$ cat src/rtl/led_pattern_sequencer_pkg.sv
`default_nettype none
// ============================================================================
// Module      : led_pattern_sequencer_pkg
// Description : Shared widths and sequencer state encodings.
// Revision    : 1.0 - initial release
// ============================================================================
package led_pattern_sequencer_pkg;

  localparam int DEF_ADDR_W = 4;
  localparam int DEF_DATA_W = 4;

  // Sequencer states: IDLE, WAIT (ROM samples address), LOAD (ROM data valid),
  // SHOW (pattern held on the LEDs)
  localparam int              ST_W       = 2;
  localparam logic [ST_W-1:0] C_ST_IDLE  = 2'd0;
  localparam logic [ST_W-1:0] C_ST_WAIT  = 2'd1;
  localparam logic [ST_W-1:0] C_ST_LOAD  = 2'd2;
  localparam logic [ST_W-1:0] C_ST_SHOW  = 2'd3;

endpackage
`default_nettype wire

$ cat src/rtl/led_pattern_sequencer_if.sv
`default_nettype none
// ============================================================================
// Module      : led_pattern_sequencer_if
// Description : Control, ROM and LED signals of the pattern sequencer.
//               master = environment (control FSM + ROM), slave = sequencer.
// Revision    : 1.0 - initial release
// ============================================================================
interface led_pattern_sequencer_if #(
  parameter int ADDR_W = led_pattern_sequencer_pkg::DEF_ADDR_W,
  parameter int DATA_W = led_pattern_sequencer_pkg::DEF_DATA_W
);

  logic              start;
  logic              stop;
  logic              loop_en;
  logic [DATA_W-1:0] rom_data;
  logic [ADDR_W-1:0] rom_address;
  logic [DATA_W-1:0] leds;
  logic              busy;
  logic              done;

  modport master (
    output start, stop, loop_en, rom_data,
    input  rom_address, leds, busy, done
  );

  modport slave (
    input  start, stop, loop_en, rom_data,
    output rom_address, leds, busy, done
  );

endinterface
`default_nettype wire

$ cat src/rtl/led_pattern_sequencer_hold_timer.sv
`default_nettype none
// ============================================================================
// Module      : led_pattern_sequencer_hold_timer
// Description : Hold counter for one displayed pattern. tc is high while the
//               count equals HOLD_CYCLES-1, i.e. on the last hold clock.
// Revision    : 1.0 - initial release
// ============================================================================
module led_pattern_sequencer_hold_timer #(
  parameter int HOLD_CYCLES = 1000
) (
  input  wire logic clock,
  input  wire logic reset,
  input  wire logic clear,
  input  wire logic enable,
  output logic      tc
);

  // One extra code above HOLD_CYCLES-1 so the count can step past the
  // terminal value on the decision clock without wrapping.
  localparam int CNT_W = (HOLD_CYCLES < 2) ? 1 : $clog2(HOLD_CYCLES + 1);

  logic [CNT_W-1:0] r_count;

  // Clear has priority over enable; the count only advances while enabled
  always_ff @(posedge clock) begin
    if (reset) begin
      r_count <= '0;
    end else if (clear) begin
      r_count <= '0;
    end else if (enable) begin
      r_count <= r_count + CNT_W'(1);
    end
  end

  assign tc = (r_count == CNT_W'(HOLD_CYCLES - 1));

endmodule
`default_nettype wire

$ cat src/rtl/led_pattern_sequencer.sv
`default_nettype none
// ============================================================================
// Module      : led_pattern_sequencer
// Description : Walks LED pattern ROM addresses 0..LAST_ADDR, latches each
//               pattern after the ROM read latency and holds it HOLD_CYCLES
//               clocks; loops or ends with a one-cycle done pulse.
// Revision    : 1.0 - initial release
// ============================================================================
module led_pattern_sequencer
  import led_pattern_sequencer_pkg::*;
#(
  parameter int ADDR_W      = DEF_ADDR_W,
  parameter int DATA_W      = DEF_DATA_W,
  parameter int LAST_ADDR   = 7,
  parameter int HOLD_CYCLES = 1000
) (
  input  wire logic              clock,
  input  wire logic              reset,
  led_pattern_sequencer_if.slave bus
);

  logic [ST_W-1:0]   r_state;
  logic [ST_W-1:0]   w_next_state;
  logic [ADDR_W-1:0] r_addr;
  logic [DATA_W-1:0] r_leds;
  logic              r_done;

  logic w_tc;
  logic w_last;
  logic w_step_end;
  logic w_timer_clr;
  logic w_timer_en;
  logic w_addr_clr;
  logic w_addr_inc;
  logic w_leds_clr;
  logic w_leds_load;
  logic w_done_set;

  assign w_last = (r_addr == ADDR_W'(LAST_ADDR));

  led_pattern_sequencer_hold_timer #(
    .HOLD_CYCLES (HOLD_CYCLES)
  ) u_hold_timer (
    .clock  (clock),
    .reset  (reset),
    .clear  (w_timer_clr),
    .enable (w_timer_en),
    .tc     (w_tc)
  );

  // State register
  always_ff @(posedge clock) begin
    if (reset) begin
      r_state <= C_ST_IDLE;
    end else begin
      r_state <= w_next_state;
    end
  end

  // Next-state logic; stop aborts any non-idle state
  always_comb begin
    w_next_state = r_state;
    case (r_state)
      C_ST_IDLE: if (bus.start && !bus.stop) w_next_state = C_ST_WAIT;
      C_ST_WAIT: w_next_state = bus.stop ? C_ST_IDLE : C_ST_LOAD;
      C_ST_LOAD: w_next_state = bus.stop ? C_ST_IDLE : C_ST_SHOW;
      C_ST_SHOW: begin
        if (bus.stop) begin
          w_next_state = C_ST_IDLE;
        end else if (w_tc) begin
          w_next_state = (w_last && !bus.loop_en) ? C_ST_IDLE : C_ST_WAIT;
        end
      end
      default:   w_next_state = C_ST_IDLE;
    endcase
  end

  // Output/control decode; loop_en only matters at the last-address decision
  always_comb begin
    w_timer_clr = (r_state == C_ST_LOAD);
    w_timer_en  = (r_state == C_ST_SHOW);
    w_step_end  = (r_state == C_ST_SHOW) && w_tc && !bus.stop;
    w_leds_clr  = (r_state != C_ST_IDLE) && bus.stop;
    w_leds_load = (r_state == C_ST_LOAD) && !bus.stop;
    w_addr_inc  = w_step_end && !w_last;
    w_done_set  = w_step_end && w_last && !bus.loop_en;
    w_addr_clr  = ((r_state == C_ST_IDLE) && bus.start && !bus.stop)
                || w_leds_clr
                || (w_step_end && w_last && bus.loop_en);
  end

  // ROM address register; the wrap to 0 is explicit so no overflow occurs
  always_ff @(posedge clock) begin
    if (reset) begin
      r_addr <= '0;
    end else if (w_addr_clr) begin
      r_addr <= '0;
    end else if (w_addr_inc) begin
      r_addr <= r_addr + ADDR_W'(1);
    end
  end

  // LED register: cleared on abort, loaded when ROM data is valid, else held
  always_ff @(posedge clock) begin
    if (reset) begin
      r_leds <= '0;
    end else if (w_leds_clr) begin
      r_leds <= '0;
    end else if (w_leds_load) begin
      r_leds <= bus.rom_data;
    end
  end

  // Done is a single-cycle pulse following the final step of a single pass
  always_ff @(posedge clock) begin
    if (reset) begin
      r_done <= 1'b0;
    end else begin
      r_done <= w_done_set;
    end
  end

  assign bus.rom_address = r_addr;
  assign bus.leds        = r_leds;
  assign bus.done        = r_done;
  assign bus.busy        = (r_state != C_ST_IDLE);

endmodule
`default_nettype wire
$ cat src/flat_wrapper.sv
// flat-port wrapper written by rule: the top's interface ports become plain ports
module led_pattern_sequencer_flat import led_pattern_sequencer_pkg::*;
#(
  parameter int ADDR_W      = DEF_ADDR_W,
  parameter int DATA_W      = DEF_DATA_W,
  parameter int LAST_ADDR   = 7,
  parameter int HOLD_CYCLES = 1000
)
  (clock, reset, bus_start, bus_stop, bus_loop_en, bus_rom_data, bus_rom_address, bus_leds, bus_busy, bus_done);
  led_pattern_sequencer_if #(.ADDR_W(ADDR_W), .DATA_W(DATA_W)) bus_i ();
  input  wire logic clock;
  input  wire logic reset;
  input wire logic [$bits(bus_i.start)-1:0] bus_start;
  input wire logic [$bits(bus_i.stop)-1:0] bus_stop;
  input wire logic [$bits(bus_i.loop_en)-1:0] bus_loop_en;
  input wire logic [$bits(bus_i.rom_data)-1:0] bus_rom_data;
  output wire logic [$bits(bus_i.rom_address)-1:0] bus_rom_address;
  output wire logic [$bits(bus_i.leds)-1:0] bus_leds;
  output wire logic [$bits(bus_i.busy)-1:0] bus_busy;
  output wire logic [$bits(bus_i.done)-1:0] bus_done;
  assign bus_i.start = bus_start;
  assign bus_i.stop = bus_stop;
  assign bus_i.loop_en = bus_loop_en;
  assign bus_i.rom_data = bus_rom_data;
  assign bus_rom_address = bus_i.rom_address;
  assign bus_leds = bus_i.leds;
  assign bus_busy = bus_i.busy;
  assign bus_done = bus_i.done;
  led_pattern_sequencer #(.ADDR_W(ADDR_W), .DATA_W(DATA_W), .LAST_ADDR(LAST_ADDR), .HOLD_CYCLES(HOLD_CYCLES)) u_core (.clock(clock), .reset(reset), .bus(bus_i));
endmodule
$ cat config.mk
export PLATFORM = sky130hd
export DESIGN_NAME = led_pattern_sequencer_flat
export DESIGN_NICKNAME = d
export VERILOG_FILES = /design/src/rtl/led_pattern_sequencer_pkg.sv /design/src/rtl/led_pattern_sequencer_if.sv /design/src/rtl/led_pattern_sequencer_hold_timer.sv /design/src/rtl/led_pattern_sequencer.sv /design/src/flat_wrapper.sv
export SDC_FILE = /design/constraint.sdc
export NUM_CORES = 1
export LEC_CHECK = 0
export CAP_MARGIN = 0
export CORE_ASPECT_RATIO = 1.1
export CORE_MARGIN = 4
export CORE_UTILIZATION = 40
export DETAILED_ROUTE_END_ITERATION = 16
export HOLD_SLACK_MARGIN = 0.02
export PLACE_DENSITY = 0.66
export SYNTH_ARGS = -nofsm -noshare
export SYNTH_HDL_FRONTEND = slang
export SYNTH_SLANG_ARGS = --single-unit
$ cat constraint.sdc
create_clock -name clock -period 1.49 [get_ports clock]
set_input_delay 0.447 -clock clock [delete_from_list [all_inputs] [get_ports clock]]
set_output_delay 0.447 -clock clock [all_outputs]
set_load 0.02 [all_outputs]
==> impl_metrics.tcl <==
set metrics [dict create \
    hold_viol 0 \
    area_growth_pct 42.2 \
    grt_overflow 0 \
    slew_violations 0 \
    crit_fanout 2 \
    clock_path_buffers 2 \
    worst_hold_slack_ns 0.523 \
    row_count 18 \
    clock_latency_ns 0.31 \
    stdcell_count 186 \
    cp.arrival_ns 1.04 \
    initial_utilization_pct 43.4 \
    cts-root-buf "clkbuf_4" \
    syn-cell-area_sq_um 1010 \
    hold_buffers 0 \
    remaining_drc_errors 0 \
    ys_types 38 \
    h-tree-depth 1 \
    synth_nets 126 \
    cts_tree "built" \
    die_y_microns 60.6 \
    ant_nets 0 \
    setup_viol 0 \
    die_w_microns 55.8 \
    setup_ws_ns 0.00492 \
    drv_cap 0 \
    irDropWorstVdd_mv 0.475 \
    hpwl_mm 1.81 \
    cts-buffers-inserted 3 \
    avgSynthCellArea_sq_um 8.76 \
    ios 19 \
    post-route-period-util_pct 99.7 \
    synth_seq_cells 21 \
    p_per_area_nw_per_um2 657 \
    critPathCaptureType "output port" \
    clkSinkCount 21 \
    grt_max_degree 14 \
    antenna_found_initial 0 \
    via_per_inst 5.33 \
    antennaDiodeCount 0 \
    synth_cells 115 \
    post_drt_wl_per_cell_microns 13.5 \
    total_leakage_power_nw 0.604 \
    grt_pass1_wl_mm 4.13 \
    period_needed_ns 1.49 \
    drt-total-wl_mm 2.51 \
    die_area_sq_um 3390 \
    grt_setup_unrepaired "true" \
    rrSetupSlack_ns 0.02 \
    drive_above_1_share_pct 30.1 \
    clk_pin_slew_ns 0.13 \
    port_buffers 18 \
    fin_area_sq_um 1430 \
    grt_pass1_vias 1024 \
    yosysSeqAreaShare_pct 41.7 \
    nFillCells 204 \
    yosysWarnings 0 \
    fmax_mhz 673 \
    grt_use_total_pct 15.5 \
    placed_area_sq_um 1350 \
    vias 991 \
    fin_worst_skew_ns 0.0141 \
    final_common_cell "buf_4" \
    coreArea_sq_um 2320 \
    crit_type "reg2out" \
    critPathLaunchType "flop" \
    drt_pass1_iterations 4 \
    gp_congestion 0.838 \
    hp-class "reg2reg" \
    drt-initial-drc-count 21 \
    place_inst 177 \
    pre_cts_ws_ns -0.383 \
    total_power_uw 942 \
    nets 168 \
    status "complete, no violations" \
    post-route-util_pct 61.8 \
    layout_common_cells "buf_4 (21), dfxtp_1 (16), nor2_1 (14), a21oi_1 (9)" \
    worstPathRequired_ns 1.04 \
    slew_headroom_pct 79.6 \
    worstMarginPinSlew_ns 0.306 \
    setup_tns_ns 0 \
]
-- final timing paths --
kind | from | endpoint | depth (start not counted)
worst min register to register | u_core.bus.rom_address[1]$_SDFFE_PP0P_ | u_core.bus.rom_address[1]$_SDFFE_PP0P_ | 2
worst max-delay path | u_core.r_state[0]$_SDFFE_PP0P_ | bus_busy | 2
worst min-delay path | u_core.bus.rom_address[1]$_SDFFE_PP0P_ | u_core.bus.rom_address[1]$_SDFFE_PP0P_ | 2
worst max register to register | u_core.u_hold_timer.r_count[0]$_SDFFE_PP0N_ | u_core.bus.rom_address[3]$_SDFFE_PP0P_ | 5
-- critical path, stage by stage (launching register included) --
cell and delay [ns]:
dfxtp_2 0.35, or2_4 0.25, buf_6 0.13
-- flip-flops by register name, summed over array words and instances (netlist names) --
register,flops
u_core.r_state,2
u_core.bus.rom_address,4
u_core.u_hold_timer.r_count,10
u_core.bus.done,1
u_core.bus.leds,4
-- kinds of logic after synthesis --
family,share of synthesized area [%]
buffers and inverters,2.11
XOR/XNOR,6.09
AO/OA/AOI/OAI,14.9
multiplexers,0.994
AND/OR/NAND/NOR,31.7
adder cells (fa/ha/maj),2.48
flip-flops,41.7
-- layout make-up --
type                       instances  area, sq um  share of cell area, %
inverter                           1         3.75                  0.262
tap                               30         37.5                   2.62
clock inverter                     1         7.51                  0.524
multi-input combinational         89          601                   41.9
clock buffer                       3         22.5                   1.57
sequential                        21          427                   29.8
timing repair buffer              41          334                   23.3
-- routing by layer --
metal / vias up / part of all wire [%] / global-route usage (%)
met5: - / 0 / 0
met2: 22 / 53 / 30.1
met3: 5 / 4.3 / 2.55
met4: 0 / 1.4 / 7.12
met1: 468 / 42 / 16.8
li1: 496 / - / -
-- repair_timing --
action	CTS	global route
hold endpoints to repair	0	0
gates resized for setup	19	16
pin swaps	0	2
endpoints found under the setup margin	12	10
setup buffers	0	5
-- cells in the mapped netlist, drive strengths merged --
library cell	number	area, sq um
a21o	1	7.51
o22a	2	17.5
or4	1	11.3
nand4b	1	8.76
and3	2	12.5
a31oi	1	6.26
nand2	7	26.3
and2	2	12.5
buf	2	10.0
nand3	6	30.0
a21oi	10	53.8
and4	4	36.3
o21ai	6	30.0
nand4	3	25.0
clkbuf	2	7.51
nor3b	2	20.0
xnor2	1	8.76
nor2b	5	33.8
a211o	1	8.76
nor4	1	6.26
xor2	6	52.6
nor2	14	52.6
nand3b	2	15.0
ha	2	25.0
dfxtp	21	420
inv	1	3.75
mux2i	1	10.0
or2	1	6.26
nor3	2	10.0
or3	1	6.26
a22oi	2	15.0
o2111a	1	11.3
nand2b	1	6.26
-- where the power goes --
part | internal (mW) | total (mW) | switching, mW
sequential | 0.565 | 0.568 | 0.00267
clock | 0.102 | 0.285 | 0.183
combinational | 0.0478 | 0.0885 | 0.0407
No activity file was read; power rests on OpenSTA's default activity.
